File: src/rtl/hilo_divider_if.sv
// Command/result bundle between the MIPS controller/ALU and the HI/LO divider block.
// The master drives operands and commands; the slave returns HI, LO and status.
interface hilo_divider_if #(
    parameter int WIDTH = 32
);
    logic [WIDTH-1:0] a;
    logic [WIDTH-1:0] b;
    logic [WIDTH-1:0] prod_hi;
    logic [WIDTH-1:0] prod_lo;
    logic             mult_we;
    logic             div_start;
    logic             div_signed;
    logic             mthi;
    logic             mtlo;
    logic [WIDTH-1:0] hi;
    logic [WIDTH-1:0] lo;
    logic             busy;
    logic             done;

    modport master (
        output a, b, prod_hi, prod_lo, mult_we, div_start, div_signed, mthi, mtlo,
        input  hi, lo, busy, done
    );

    modport slave (
        input  a, b, prod_hi, prod_lo, mult_we, div_start, div_signed, mthi, mtlo,
        output hi, lo, busy, done
    );
endinterface

File: src/rtl/hilo_divider.sv
// HI/LO register block with a WIDTH-cycle restoring divider (div/divu), product
// capture for mult, and mthi/mtlo moves; busy stalls the pipeline while dividing.
module hilo_divider #(
    parameter int WIDTH = 32
) (
    input  logic           clk,
    input  logic           reset,
    hilo_divider_if.slave  bus
);
    localparam int CNT_W = $clog2(WIDTH);

    typedef enum logic [1:0] {
        IDLE   = 2'd0,
        RUN    = 2'd1,
        FINISH = 2'd2
    } state_t;

    state_t           state;
    logic [WIDTH-1:0] hi_q;
    logic [WIDTH-1:0] lo_q;
    logic             done_q;
    logic [WIDTH-1:0] divisor;
    logic [WIDTH-1:0] quot;
    logic [WIDTH-1:0] rem;
    logic [CNT_W-1:0] count;
    logic             neg_q;
    logic             neg_r;

    logic [WIDTH-1:0] a_mag;
    logic [WIDTH-1:0] b_mag;
    logic [WIDTH:0]   rem_shift;
    logic [WIDTH:0]   trial;

    // The stored remainder is always below the divisor, so WIDTH bits hold it;
    // the extra bit only exists during the shifted trial subtraction.
    always_comb begin
        a_mag     = (bus.div_signed && bus.a[WIDTH-1]) ? -bus.a : bus.a;
        b_mag     = (bus.div_signed && bus.b[WIDTH-1]) ? -bus.b : bus.b;
        rem_shift = {rem, quot[WIDTH-1]};
        trial     = rem_shift - {1'b0, divisor};
    end

    // NOTE: every register here is state, so all updates use non-blocking
    // assignments; the async reset clears operand registers too, which aborts
    // any division in flight without leaking a partial result.
    always_ff @(posedge clk or posedge reset) begin
        if (reset) begin
            state   <= IDLE;
            hi_q    <= '0;
            lo_q    <= '0;
            done_q  <= 1'b0;
            divisor <= '0;
            quot    <= '0;
            rem     <= '0;
            count   <= '0;
            neg_q   <= 1'b0;
            neg_r   <= 1'b0;
        end else begin
            done_q <= 1'b0;
            case (state)
                IDLE: begin
                    if (bus.div_start) begin
                        divisor <= b_mag;
                        quot    <= a_mag;
                        rem     <= '0;
                        count   <= '0;
                        neg_q   <= bus.div_signed & (bus.a[WIDTH-1] ^ bus.b[WIDTH-1]);
                        neg_r   <= bus.div_signed & bus.a[WIDTH-1];
                        state   <= RUN;
                    end else if (bus.mult_we) begin
                        hi_q <= bus.prod_hi;
                        lo_q <= bus.prod_lo;
                    end else begin
                        if (bus.mthi) hi_q <= bus.a;
                        if (bus.mtlo) lo_q <= bus.a;
                    end
                end
                RUN: begin
                    if (!trial[WIDTH]) begin
                        rem  <= trial[WIDTH-1:0];
                        quot <= {quot[WIDTH-2:0], 1'b1};
                    end else begin
                        rem  <= rem_shift[WIDTH-1:0];
                        quot <= {quot[WIDTH-2:0], 1'b0};
                    end
                    count <= count + 1'b1;
                    if (count == CNT_W'(WIDTH - 1)) state <= FINISH;
                end
                FINISH: begin
                    lo_q   <= neg_q ? -quot : quot;
                    hi_q   <= neg_r ? -rem : rem;
                    done_q <= 1'b1;
                    state  <= IDLE;
                end
                default: state <= IDLE;
            endcase
        end
    end

    assign bus.hi   = hi_q;
    assign bus.lo   = lo_q;
    assign bus.done = done_q;
    assign bus.busy = (state != IDLE);
endmodule
File: src/flat_wrapper.sv
// flat-port wrapper written by rule: the top's interface ports become plain ports
module hilo_divider_flat 
#(
    parameter int WIDTH = 32
)
  (clk, reset, bus_a, bus_b, bus_prod_hi, bus_prod_lo, bus_mult_we, bus_div_start, bus_div_signed, bus_mthi, bus_mtlo, bus_hi, bus_lo, bus_busy, bus_done);
  hilo_divider_if #(.WIDTH(WIDTH)) bus_i ();
  input  logic clk;
  input  logic reset;
  input wire logic [$bits(bus_i.a)-1:0] bus_a;
  input wire logic [$bits(bus_i.b)-1:0] bus_b;
  input wire logic [$bits(bus_i.prod_hi)-1:0] bus_prod_hi;
  input wire logic [$bits(bus_i.prod_lo)-1:0] bus_prod_lo;
  input wire logic [$bits(bus_i.mult_we)-1:0] bus_mult_we;
  input wire logic [$bits(bus_i.div_start)-1:0] bus_div_start;
  input wire logic [$bits(bus_i.div_signed)-1:0] bus_div_signed;
  input wire logic [$bits(bus_i.mthi)-1:0] bus_mthi;
  input wire logic [$bits(bus_i.mtlo)-1:0] bus_mtlo;
  output wire logic [$bits(bus_i.hi)-1:0] bus_hi;
  output wire logic [$bits(bus_i.lo)-1:0] bus_lo;
  output wire logic [$bits(bus_i.busy)-1:0] bus_busy;
  output wire logic [$bits(bus_i.done)-1:0] bus_done;
  assign bus_i.a = bus_a;
  assign bus_i.b = bus_b;
  assign bus_i.prod_hi = bus_prod_hi;
  assign bus_i.prod_lo = bus_prod_lo;
  assign bus_i.mult_we = bus_mult_we;
  assign bus_i.div_start = bus_div_start;
  assign bus_i.div_signed = bus_div_signed;
  assign bus_i.mthi = bus_mthi;
  assign bus_i.mtlo = bus_mtlo;
  assign bus_hi = bus_i.hi;
  assign bus_lo = bus_i.lo;
  assign bus_busy = bus_i.busy;
  assign bus_done = bus_i.done;
  hilo_divider #(.WIDTH(WIDTH)) u_core (.clk(clk), .reset(reset), .bus(bus_i));
endmodule
File: config.mk
export PLATFORM = sky130hd
export DESIGN_NAME = hilo_divider_flat
export DESIGN_NICKNAME = d
export VERILOG_FILES = /design/src/rtl/hilo_divider_if.sv /design/src/rtl/hilo_divider.sv /design/src/flat_wrapper.sv
export SDC_FILE = /design/constraint.sdc
export NUM_CORES = 1
export LEC_CHECK = 0
export BUFFER_PORTS_ARGS = -buffer_cell sky130_fd_sc_hd__buf_4
export CAP_MARGIN = 0
export CORE_ASPECT_RATIO = 0.9
export CORE_MARGIN = 2
export CORE_UTILIZATION = 46
export DETAILED_ROUTE_END_ITERATION = 8
export MAX_ROUTING_LAYER = met4
export PLACE_DENSITY = 0.68
export SLEW_MARGIN = 20
export SYNTH_ARGS = -nofsm -noshare
export SYNTH_HDL_FRONTEND = slang
export SYNTH_SLANG_ARGS = --single-unit
File: constraint.sdc
create_clock -name clk -period 15.9 [get_ports clk]
set_input_delay 3.975 -clock clk [delete_from_list [all_inputs] [get_ports clk]]
set_output_delay 3.975 -clock clk [all_outputs]
set_load 0.01 [all_outputs]
# Word level (Yosys, flattened, before mapping)

Index checks and enable logic that the tools add are counted.

Word-level logic and storage cells: 62
Bits of input ports: 135
Register bits after elaboration: 170

Add/sub/neg operators: 6
Muxes and demuxes: 24
Equal/unequal tests: 8
Reductions and logical operators: 11
Bitwise logic cells: 3

Operator list:

| cell                | number |
|---|---|
| $mux 32             | 13 |
| $pmux 32 s2         | 4 |
| $neg 32->32         | 4 |
| $sub 33x32->33      | 1 |
| $pmux 5 s2          | 1 |
| $ne 3x3->1 const B  | 2 |
| $reduce_and 2->1    | 3 |
| $reduce_and 3->1    | 2 |
| $reduce_bool 2->1   | 3 |
| $add 5x1->5 const B | 1 |
| $eq 5x5->1 const B  | 1 |
| $mux 5              | 1 |
| $mux 2              | 2 |
| $ne 2x2->1 const B  | 2 |
| $pmux 2 s2          | 1 |
| $and 1x1->1         | 2 |
| $eq 2x1->1 const B  | 1 |
| $eq 2x2->1 const B  | 1 |
| $logic_and 1x1->1   | 2 |
| $logic_not 2->1     | 1 |
| $mux 1              | 2 |
| $ne 2x1->1 const B  | 1 |
| $xor 1x1->1         | 1 |

# Depth between registers and ports, before layout

Depth after elaboration: 4
Gate-level depth with buffers: 12
Gate-level depth less buffers: 11

# Worst setup path before layout

OpenSTA, ideal clock, no wires.

Kind: input -> register
Start: in bus_a[6]
End: reg u_core.quot[27]
Library setup time: 0.133 ns
Cell stages on the path: 8
Slack: 9.761 ns
Data arrival time: 6.005 ns
Buffers on the path: 0
Cells stage by stage: or4_1 > or4_1 > nor3_1 > and2_1 > and3_1 > a211oi_1 > a31oi_1 > o21ai_0

Word-level cells in the longest chain between the ends: 4

RTL lines:

| element              | RTL line           | source |
|---|---|---|
| from (decl)          | flat_wrapper.sv:10 | `input wire logic [$bits(bus_i.a)-1:0] bus_a;` |
| $neg 32->32          | hilo_divider.sv:37 | `a_mag = (bus.div_signed && bus.a[WIDTH-1]) ? -bus.a : bus.a;` |
| $mux 32              | hilo_divider.sv:37 |  |
| $mux 32              | hilo_divider.sv:62 | `if (bus.div_start) begin` |
| $pmux 32 s2          | hilo_divider.sv:60 | `case (state)` |
| to (signal assigned) | hilo_divider.sv:64 | `quot <= a_mag;` |
| to (signal assigned) | hilo_divider.sv:81 | `quot <= {quot[WIDTH-2:0], 1'b1};` |
| to (signal assigned) | hilo_divider.sv:84 | `quot <= {quot[WIDTH-2:0], 1'b0};` |
| to (decl)            | hilo_divider.sv:23 | `logic [WIDTH-1:0] quot;` |

Every way passes these cells. The select of a mux whose other input is x is not followed.
A chain may end at the register's enable or synchronous reset.

# Worst setup path in the final report

Ends and elaborated chain as after synthesis.

==> run summary <==
Outcome - finished clean
Yosys cell types - 72
Worst skew pair latency - 0.44 ns
Adder-Cell Fraction of Synth Area - 3.99%
DRT iter0 DRCs - 828
Largest area contributor in the netlist - dfrtp_1
Worst setup path endpoint - u_core.quot[27]$_DFFE_PP0P_
Hold_ws - 0.484 ns
Lkg Pwr - 6.38 nW
Post CTS Setup Buffer Count - 0
Cell with the most instances after synthesis - o21ai_0
Cells on worst reg2reg path - 11
Compound-Gate Fraction of Synth Area - 26.8%
Final hold vios - 0
Worst Setup SP - bus_a[6]
Synth async-reset ratio - 100%
Critical path arrival - 6.53 ns
Final Net Count - 1856
Synth Register Bits - 170
Post-synth design cell area - 12400 um2
Die width - 177 um
Relative slew slack - 35.5%
Worst Hold Depth - 2
Max incr delay on CP - 0.58 ns
Total core area - 26700 um2
Placed Cells - 2016
Worst slew pin tran - 0.967 ns
Diode count - 0
Worst-path maximum fanout - 6
Final ANT Viol Nets - 0
Multi-input logic area - 7630 um2
GP Congestion - 0.915
Slowest CP cell - or4_1
Post-synth EDFFs - 0
Post-synthesis net count - 1722
Minimum clock period after layout - 6.24 ns
Ys flop type - dfrtp_1
DR DRC count - 0
Pin count of the biggest net entering global routing - 105
Port bufs - 200
Commonest cells in the netlist - o21ai_0, nand2_1, dfrtp_1
Final setup TNS - 0 ns
Post-DR vias/cell - 5.90
Clk sink count - 170
Multiplexer share of the synthesized area - 2.27%
Worst r2r src - u_core.quot[31]$_DFFE_PP0P_
CTS resizes - 0
Main combinational cell family by area after synthesis - compound AO/OA/AOI/OAI gates
Syn Area/Cell - 8.03 um2
Global-route wire length before repair - 60200 um
Warnings, synthesis - 0
Worst VDD drop - 141 uV
Hpwl dp - 27400 um
GRT overflow - 0
Syn Inst Count - 1548
Max Cap Violations - 0
Post-DR wirelength/cell - 18.3 um
Initial Utilization - 46.5%
# fillers - 2532
# IOs - 201
Simple logic cell fraction of the synthesized area - 18.3%
Synth top area share - 34.2%
R2R Path End - u_core.rem[17]$_DFFE_PP0P_
Register area - 4260 um2
Top area cells in the synthesized netlist - dfrtp_1, o21ai_0, a21oi_1
Post-synthesis sequential area ratio - 34.2%
PD cells - 221 nW/um2
Vias in the first global route - 11400
TritonCTS clock tree - built
H-tree depth - 4
Reg-to-reg slack, setup - 11.78 ns
Worst Path Required - 16.19 ns
Cell Count, Final, Fillers Out - 2049
Drt total wl - 37600 um
Achievable clock frequency - 0.160 GHz
Die height - 160 um
Post-Synth XOR/XNOR Area - 9.66%
Layout Skew - 0.0174 ns
Crit. End Element - flop
Crit start category - primary input
Share of layout cells above drive strength 1 - 16.3%
Antenna violations before repair - 0
CTS Hold Buffers Added - 0
Vias post-DR - 12100
Worst-path cell chain - buf_4, or4_1, or4_1, nor3_1, and2_1, and3_1, a211oi_1, a31oi_1, o21ai_0
Final setup vio count - 0
Hold crit path type - reg -> reg
Area Overhead vs Synth - 18.7%
RSZ-0062 raised after global routing - no
Site row count - 57
Total track usage - 27.2%
Total CTS buffers - 17
Fin crit share - 39.2%
Critical path class - in -> reg
Clock Pin Slew Worst Setup and Hold Paths - 0.08 ns
Root Buffer Master - clkbuf_16
CP most frequent cell - or4_1
First-pass DRT Iterations - 5
Final slew viol count - 0
Die area - 28300 um2
CTS Buffer Depth - 2
## stage by stage
step / cell area (um2) / util, % / power (mW) / worst slack, ns
final: 14700 / 55.1 / 3.26 / 9.66
after CTS: 14700 / 55.0 / 3.26 / 9.72
after global routing: 14700 / 55.1 / 3.54 / 9.48
after detailed placement: 14100 / 52.8 / 2.82 / 9.26
after floorplan: 12400 / - / 2.24 / 7.32
after global placement: 14100 / 52.8 / 2.79 / 9.30
## layout by cell type, fill, tap and decap left out, drive strengths merged, types with 4 or more instances in the layout
master  instances
nor3           51
or4            13
nor2b          31
xor2           58
clkbuf         18
nand2b         22
nor2           91
o211ai         26
a22o            6
a21oi         155
dfrtp         170
o31a            7
o21a           10
a221o           7
nand4           9
a22oi          22
o21bai          6
and3            8
a31oi          13
a21o            9
a211oi         14
and2            6
or3            15
o41ai          16
o21ai         201
mux2i          27
a31o            6
buf           212
xnor2          79
nand3          16
inv            64
nand2         186
ha             38
nor4           10
o31ai          32
a32o            4
## kinds of logic after synthesis
| logic type | after synthesis |
|---|---|
| buffers and inverters | 153 |
| and+or+nand+nor | 471 |
| AOI/OAI and AO/OA | 550 |
| adders and majority gates | 39 |
| xor gates and xnor gates | 137 |
| muxes | 28 |
| DFF | 170 |
## report_power, final
part	switching, mW	internal, mW	total, mW	leakage, nW
Combinational	1.08	0.840	1.92	3.99
Clock	0.202	0.227	0.429	0.282
Sequential	0.258	0.654	0.912	2.10
Total	1.54	1.72	3.26	6.38
## layer usage
metal | GRT usage [%] | vias to the layer above | wire length [um]
li1 | - | 5844 | -
met2 | 42.4 | 403 | 17800
met3 | 2.98 | 59 | 1920
met1 | 37.0 | 5786 | 16900
met4 | 8.94 | 0 | 988
met5 | - | - | 0
## sequential cells by signal (all words and copies together), names as in the netlist, 2 cells and up
| signal | cells |
|---|---|
| u_core.rem | 32 |
| u_core.bus.lo | 32 |
| u_core.count | 5 |
| u_core.quot | 32 |
| u_core.divisor | 32 |
| u_core.state | 2 |
| u_core.bus.hi | 32 |
## final cells by class
cell class / count / area share, %
Multi-Input combinational cell: 1225 / 51.8
Tap cell: 354 / 3.00
Clock buffer: 18 / 2.98
Sequential cell: 170 / 28.9
Timing Repair Buffer: 212 / 10.9
Clock inverter: 14 / 1.02
Inverter: 56 / 1.46
## worst max-delay path: cells and delay by family
kind	cells	cell delay, ns
and+or+nand+nor	5	2.07
buffers and inverters	1	0.12
AOI/OAI and AO/OA	3	0.35
## how the worst min path moves through the flow
stage,startpoint,end,slack [ns]
after floorplan,u_core.count[3]$_DFFE_PP0P_,u_core.count[3]$_DFFE_PP0P_,0.45
after global routing,u_core.bus.hi[1]$_DFFE_PP0P_,u_core.bus.hi[1]$_DFFE_PP0P_,0.51
after global placement,u_core.bus.hi[18]$_DFFE_PP0P_,u_core.bus.hi[18]$_DFFE_PP0P_,0.46
final,u_core.bus.lo[4]$_DFFE_PP0P_,u_core.bus.lo[4]$_DFFE_PP0P_,0.48
after CTS,u_core.bus.hi[7]$_DFFE_PP0P_,u_core.bus.hi[7]$_DFFE_PP0P_,0.49
after detailed placement,u_core.bus.hi[1]$_DFFE_PP0P_,u_core.bus.hi[1]$_DFFE_PP0P_,0.47
No activity file was read; power rests on OpenSTA's default activity.
